$ cat config.mk
export PLATFORM = sky130hd
export DESIGN_NAME = jpeg_scan_bit_buffer
export DESIGN_NICKNAME = d
export VERILOG_FILES = /design/src/rtl/jpeg_scan_bit_buffer.sv
export SDC_FILE = /design/constraint.sdc
export NUM_CORES = 1
export LEC_CHECK = 0
export ABC_AREA = 1
export CAP_MARGIN = 30
export CORE_ASPECT_RATIO = 1.75
export CORE_MARGIN = 3
export CORE_UTILIZATION = 51
export DETAILED_ROUTE_END_ITERATION = 6
export PLACE_DENSITY_LB_ADDON = 0.15
export SKIP_CTS_REPAIR_TIMING = 1
export SLEW_MARGIN = 15
export SYNTH_ARGS = -nofsm -noshare
export SYNTH_HDL_FRONTEND = slang
export SYNTH_SLANG_ARGS = --single-unit
export TNS_END_PERCENT = 30
$ cat constraint.sdc
create_clock -name clk -period 2.9 [get_ports clk]
set_clock_uncertainty 0.05 [all_clocks]
set_input_delay 0.58 -clock clk [delete_from_list [all_inputs] [get_ports clk]]
set_output_delay 0.58 -clock clk [all_outputs]
set_load 0.01 [all_outputs]
$ cat src/rtl/jpeg_scan_bit_buffer.sv
// JPEG entropy-coded-segment front end: removes byte stuffing and fill bytes,
// halts on markers and offers an MSB-aligned bit window to the Huffman decoder.
module jpeg_scan_bit_buffer (
    input  logic        clk,
    input  logic        rst_n,
    input  logic        start_scan,
    input  logic [7:0]  byte_in,
    input  logic        byte_valid,
    output logic        byte_ready,
    output logic [15:0] peek_bits,
    output logic [5:0]  bits_avail,
    input  logic        consume_valid,
    input  logic [4:0]  consume_len,
    output logic        consume_err,
    output logic        marker_valid,
    output logic [7:0]  marker_code,
    input  logic        marker_ack,
    output logic        eoi_seen
);

    localparam logic [1:0] ST_IDLE   = 2'd0;
    localparam logic [1:0] ST_DATA   = 2'd1;
    localparam logic [1:0] ST_FF     = 2'd2;
    localparam logic [1:0] ST_MARKER = 2'd3;

    logic [1:0]  state_r, state_next_s;
    logic [31:0] buf_r, buf_next_s;
    logic [5:0]  avail_r, avail_next_s;
    logic        err_r, err_next_s;
    logic        mv_r, mv_next_s;
    logic [7:0]  mc_r, mc_next_s;
    logic        eoi_r, eoi_next_s;

    logic        accept_s;
    logic        cons_ok_s;
    logic        cons_bad_s;
    logic [31:0] shifted_s;
    logic [5:0]  avail_after_s;
    logic        append_s;
    logic [7:0]  append_byte_s;
    logic [31:0] byte_mask_s;
    logic [31:0] byte_word_s;

    assign byte_ready   = ((state_r == ST_DATA) || (state_r == ST_FF)) && (avail_r <= 6'd24);
    assign accept_s     = byte_valid && byte_ready;
    assign peek_bits    = buf_r[31:16];
    assign bits_avail   = avail_r;
    assign consume_err  = err_r;
    assign marker_valid = mv_r;
    assign marker_code  = mc_r;
    assign eoi_seen     = eoi_r;

    // Consume/append datapath and FSM next-state; the buffer keeps 1s below the valid bits.
    always_comb begin
        state_next_s  = state_r;
        mv_next_s     = mv_r;
        mc_next_s     = mc_r;
        eoi_next_s    = eoi_r;
        append_s      = 1'b0;
        append_byte_s = byte_in;

        cons_ok_s  = (state_r != ST_IDLE) && consume_valid && (consume_len != 5'd0)
                     && ({1'b0, consume_len} <= avail_r);
        cons_bad_s = (state_r != ST_IDLE) && consume_valid && ({1'b0, consume_len} > avail_r);
        err_next_s = cons_bad_s;

        if (cons_ok_s) begin
            shifted_s     = (buf_r << consume_len) | ~(32'hFFFF_FFFF << consume_len);
            avail_after_s = avail_r - {1'b0, consume_len};
        end else begin
            shifted_s     = buf_r;
            avail_after_s = avail_r;
        end

        case (state_r)
            ST_IDLE: begin
                state_next_s = ST_DATA;
            end
            ST_DATA: begin
                if (accept_s && (byte_in == 8'hFF)) begin
                    state_next_s = ST_FF;
                end else if (accept_s) begin
                    append_s = 1'b1;
                end else begin
                    state_next_s = ST_DATA;
                end
            end
            ST_FF: begin
                if (accept_s && (byte_in == 8'h00)) begin
                    append_s      = 1'b1;
                    append_byte_s = 8'hFF;
                    state_next_s  = ST_DATA;
                end else if (accept_s && (byte_in != 8'hFF)) begin
                    mv_next_s    = 1'b1;
                    mc_next_s    = byte_in;
                    eoi_next_s   = eoi_r | (byte_in == 8'hD9);
                    state_next_s = ST_MARKER;
                end else begin
                    state_next_s = ST_FF;
                end
            end
            ST_MARKER: begin
                if (marker_ack) begin
                    mv_next_s    = 1'b0;
                    state_next_s = ST_DATA;
                end else begin
                    state_next_s = ST_MARKER;
                end
            end
            default: begin
                state_next_s = ST_IDLE;
            end
        endcase

        byte_mask_s = 32'hFF00_0000 >> avail_after_s;
        byte_word_s = {append_byte_s, 24'h00_0000} >> avail_after_s;

        if ((state_r == ST_MARKER) && marker_ack) begin
            buf_next_s   = 32'hFFFF_FFFF;
            avail_next_s = 6'd0;
        end else if (append_s) begin
            buf_next_s   = (shifted_s & ~byte_mask_s) | byte_word_s;
            avail_next_s = avail_after_s + 6'd8;
        end else begin
            buf_next_s   = shifted_s;
            avail_next_s = avail_after_s;
        end
    end

    // State registers; start_scan low acts as the synchronous clear.
    always_ff @(posedge clk or negedge rst_n) begin
        if (!rst_n) begin
            state_r <= ST_IDLE;
            buf_r   <= 32'hFFFF_FFFF;
            avail_r <= 6'd0;
            err_r   <= 1'b0;
            mv_r    <= 1'b0;
            mc_r    <= 8'h00;
            eoi_r   <= 1'b0;
        end else if (!start_scan) begin
            state_r <= ST_IDLE;
            buf_r   <= 32'hFFFF_FFFF;
            avail_r <= 6'd0;
            err_r   <= 1'b0;
            mv_r    <= 1'b0;
            mc_r    <= 8'h00;
            eoi_r   <= 1'b0;
        end else begin
            state_r <= state_next_s;
            buf_r   <= buf_next_s;
            avail_r <= avail_next_s;
            err_r   <= err_next_s;
            mv_r    <= mv_next_s;
            mc_r    <= mc_next_s;
            eoi_r   <= eoi_next_s;
        end
    end

endmodule
==> results.sh <==
export IMPL_cts_root_buf="clkbuf_16"
export IMPL_clockPowerShare_pct=22.9
export IMPL_post_synth_top_count_cell="nand2_1"
export IMPL_area_growth_pct=33.0
export IMPL_vias_per_cell=6.08
export IMPL_hold_slack_ns=0.220
export IMPL_ys_seq_elements=51
export IMPL_nets=1067
export IMPL_clockBufferDepth=2
export IMPL_dp_slack_ns=-0.568
export IMPL_fmax_ghz=0.353
export IMPL_hold_violations=0
export IMPL_startpoint_type="primary input"
export IMPL_die_area_sq_mm=0.0122
export IMPL_crit_path_end_kind="register"
export IMPL_setup_viol=0
export IMPL_synth_ff_type="dfstp_2"
export IMPL_drive_above_1_share_pct=24.8
export IMPL_clk_latency_ns=0.30
export IMPL_syn_num_nets=935
export IMPL_synth_edf_count=0
export IMPL_power_frac_seq_pct=29.5
export IMPL_io_buffers=52
export IMPL_peakVddDrop_uv=331
export IMPL_grt_use_total_pct=38.3
export IMPL_yosysWarnings=0
export IMPL_grt_overflow=0
export IMPL_finalCritPeriodShare_pct=97.8
export IMPL_critPathMaxFanout=4
export IMPL_holdCritPathClass="primary input to async pin"
export IMPL_p_sw_w=0.00113
export IMPL_first_pass_iters=6
export IMPL_rows=49
export IMPL_maxSlewViolCount=0
export IMPL_synthTopCellsByArea="nand2_1, dfstp_2, nand3_1, dfrtp_1, o21ai_0"
export IMPL_period_minus_slack_ns=2.84
export IMPL_die_w_um=84.6
export IMPL_cts_made_buffers=5
export IMPL_avgSynthCellArea_sq_um=6.13
export IMPL_combinationalPowerShare_pct=47.6
export IMPL_tightest_slew_ns=0.588
export IMPL_arrival_ns=3.00
export IMPL_seq_area_sq_mm=0.00132
export IMPL_synth_cell_type_count=54
export IMPL_grt_pass1_vias=7101
export IMPL_h_tree_depth=2
export IMPL_place_congestion=1.04
export IMPL_synthCells=900
export IMPL_cts_sinks=51
export IMPL_p_int_w=0.00160
export IMPL_routed_wl_um=23900
export IMPL_cts_clk_slew_worst_paths_ns=0.07
export IMPL_wire_per_inst_um=20.6
export IMPL_switching_share_pct=41.3
export IMPL_dp_hpwl_um=19000
export IMPL_relSlewSlack_pct=60.8
export IMPL_cts_tree="done"
export IMPL_core_area_sq_mm=0.0104
export IMPL_setup_tns_ns=0
export IMPL_final_util_pct=70.4
export IMPL_drc=0
export IMPL_grt_max_degree=38
export IMPL_crit_type="primary input to register"
export IMPL_required_ns=3.07
export IMPL_fp_dieH_um=144
export IMPL_status="finished, final reports clean"
export IMPL_drt_iter0_drc=434
export IMPL_synth_async_sr_flop_share_pct=100
export IMPL_nFillCells=876
export IMPL_fin_ws_ns=0.0643
export IMPL_ant_nets=0
export IMPL_maxCapViolCount=0
export IMPL_synth_seq_area_share_pct=23.9
export IMPL_grt_pass1_wl_um=36000
export IMPL_syn_area_sq_mm=0.00552
export IMPL_antenna_found_initial=0
export IMPL_power_density_mw_per_mm2=372
export IMPL_power_leakage_nw=3.57
export IMPL_start_util_pct=52.9
export IMPL_vias=7051
export IMPL_yosysTopAreaCell="nand2_1"
export IMPL_synth_common_cells="nand2_1, nand3_1, o21ai_0"
export IMPL_ioPinCount=53
export IMPL_multi_input_area_sq_mm=0.00381
export IMPL_synth_top_area_share_pct=19.7
export IMPL_n_antenna_cell=0
## layer usage
metal | vias up | part of all wire, % | track usage, %
met1 | 3198 | 31 | 33.9
met2 | 421 | 52 | 72.0
met3 | 179 | 6.5 | 4.99
met4 | 0 | 11 | 36.7
met5 | - | 0 | 0
li1 | 3253 | - | -
## worst paths after layout
path / cells past startpoint / slack, ns / startpoint / endpoint
max: 11 / 0.06 / byte_in[7] / buf_r[27]
max reg2reg: 14 / 0.10 / bits_avail[0] / buf_r[27]
min reg2reg: 1 / 0.47 / eoi_seen / eoi_seen
min: 1 / 0.22 / rst_n / marker_code[1]
max in group asynchronous: 2 / 1.75 / rst_n / buf_r[11]
min in group clk: 1 / 0.47 / eoi_seen / eoi_seen
## cell usage in the layout (no fill, tap or decap), types with 11 or more instances in the layout
cell type and instances:
inv_1 56, dfrtp_1 19, nor2_1 62, o21ai_0 81, o21ai_1 22, dfstp_2 32, nand2_2 11, nand2_1 280
ha_1 11, buf_4 127, clkdlybuf4s50_1 46, a21oi_1 36, nand3_1 90
## flip-flops by register name (all words and copies together) (netlist names)
register / count
bits_avail: 6
buf_r: 32
consume_err: 1
eoi_seen: 1
marker_code: 8
marker_valid: 1
state_r: 2
## cell type report
class | instances | area share [%]
Clock buffer | 5 | 1.71
Clock inverter | 3 | 0.392
Inverter | 72 | 3.87
Multi-Input combinational cell | 715 | 52.0
Sequential cell | 51 | 17.9
Tap cell | 127 | 2.17
Timing Repair Buffer | 187 | 21.9
## metrics by stage
stage	cells	power [W]	area (sq um)
6_report	1160	0.00273	7340
5_1_grt	1160	0.00286	7340
4_1_cts	1157	0.00262	7070
3_5_place_dp	1149	0.00199	6920
3_3_place_gp	1149	0.00196	6920
2_1_floorplan	900	0.00149	5620
## kinds of logic (layout without fill, tap and decap cells)
logic type      Yosys count  in the layout  synth area share [%]
fa+ha+maj                16             16                  3.76
compound gates          200            200                  21.2
flops                    51             51                  23.9
simple gates            488            489                  37.7
xor+xnor                  4              4                 0.635
mux                       6              6                  1.09
buf+inv                 135            267                  11.7
## critical path: stages
cell and delay, ns:
clkdlybuf4s50_1 0.48, nor2_1 0.17, nand4_1 0.22, nor3_2 0.22, buf_4 0.17, nor2_1 0.07
nor2_1 0.22, inv_1 0.08, o21ai_0 0.27, nand4_1 0.32, nand3_1 0.21
## power by group through the flow
stage | registers [W] | clock network [W] | logic, W
after CTS | 0.000803 | 0.000636 | 0.00118
final | 0.000805 | 0.000627 | 0.00130
after floorplan | 0.000802 | 0 | 0.000686
after global placement | 0.000813 | 0 | 0.00115
after global routing | 0.000809 | 0.000657 | 0.00139
after detailed placement | 0.000815 | 0 | 0.00118
No activity file was read; power rests on OpenSTA's default activity.
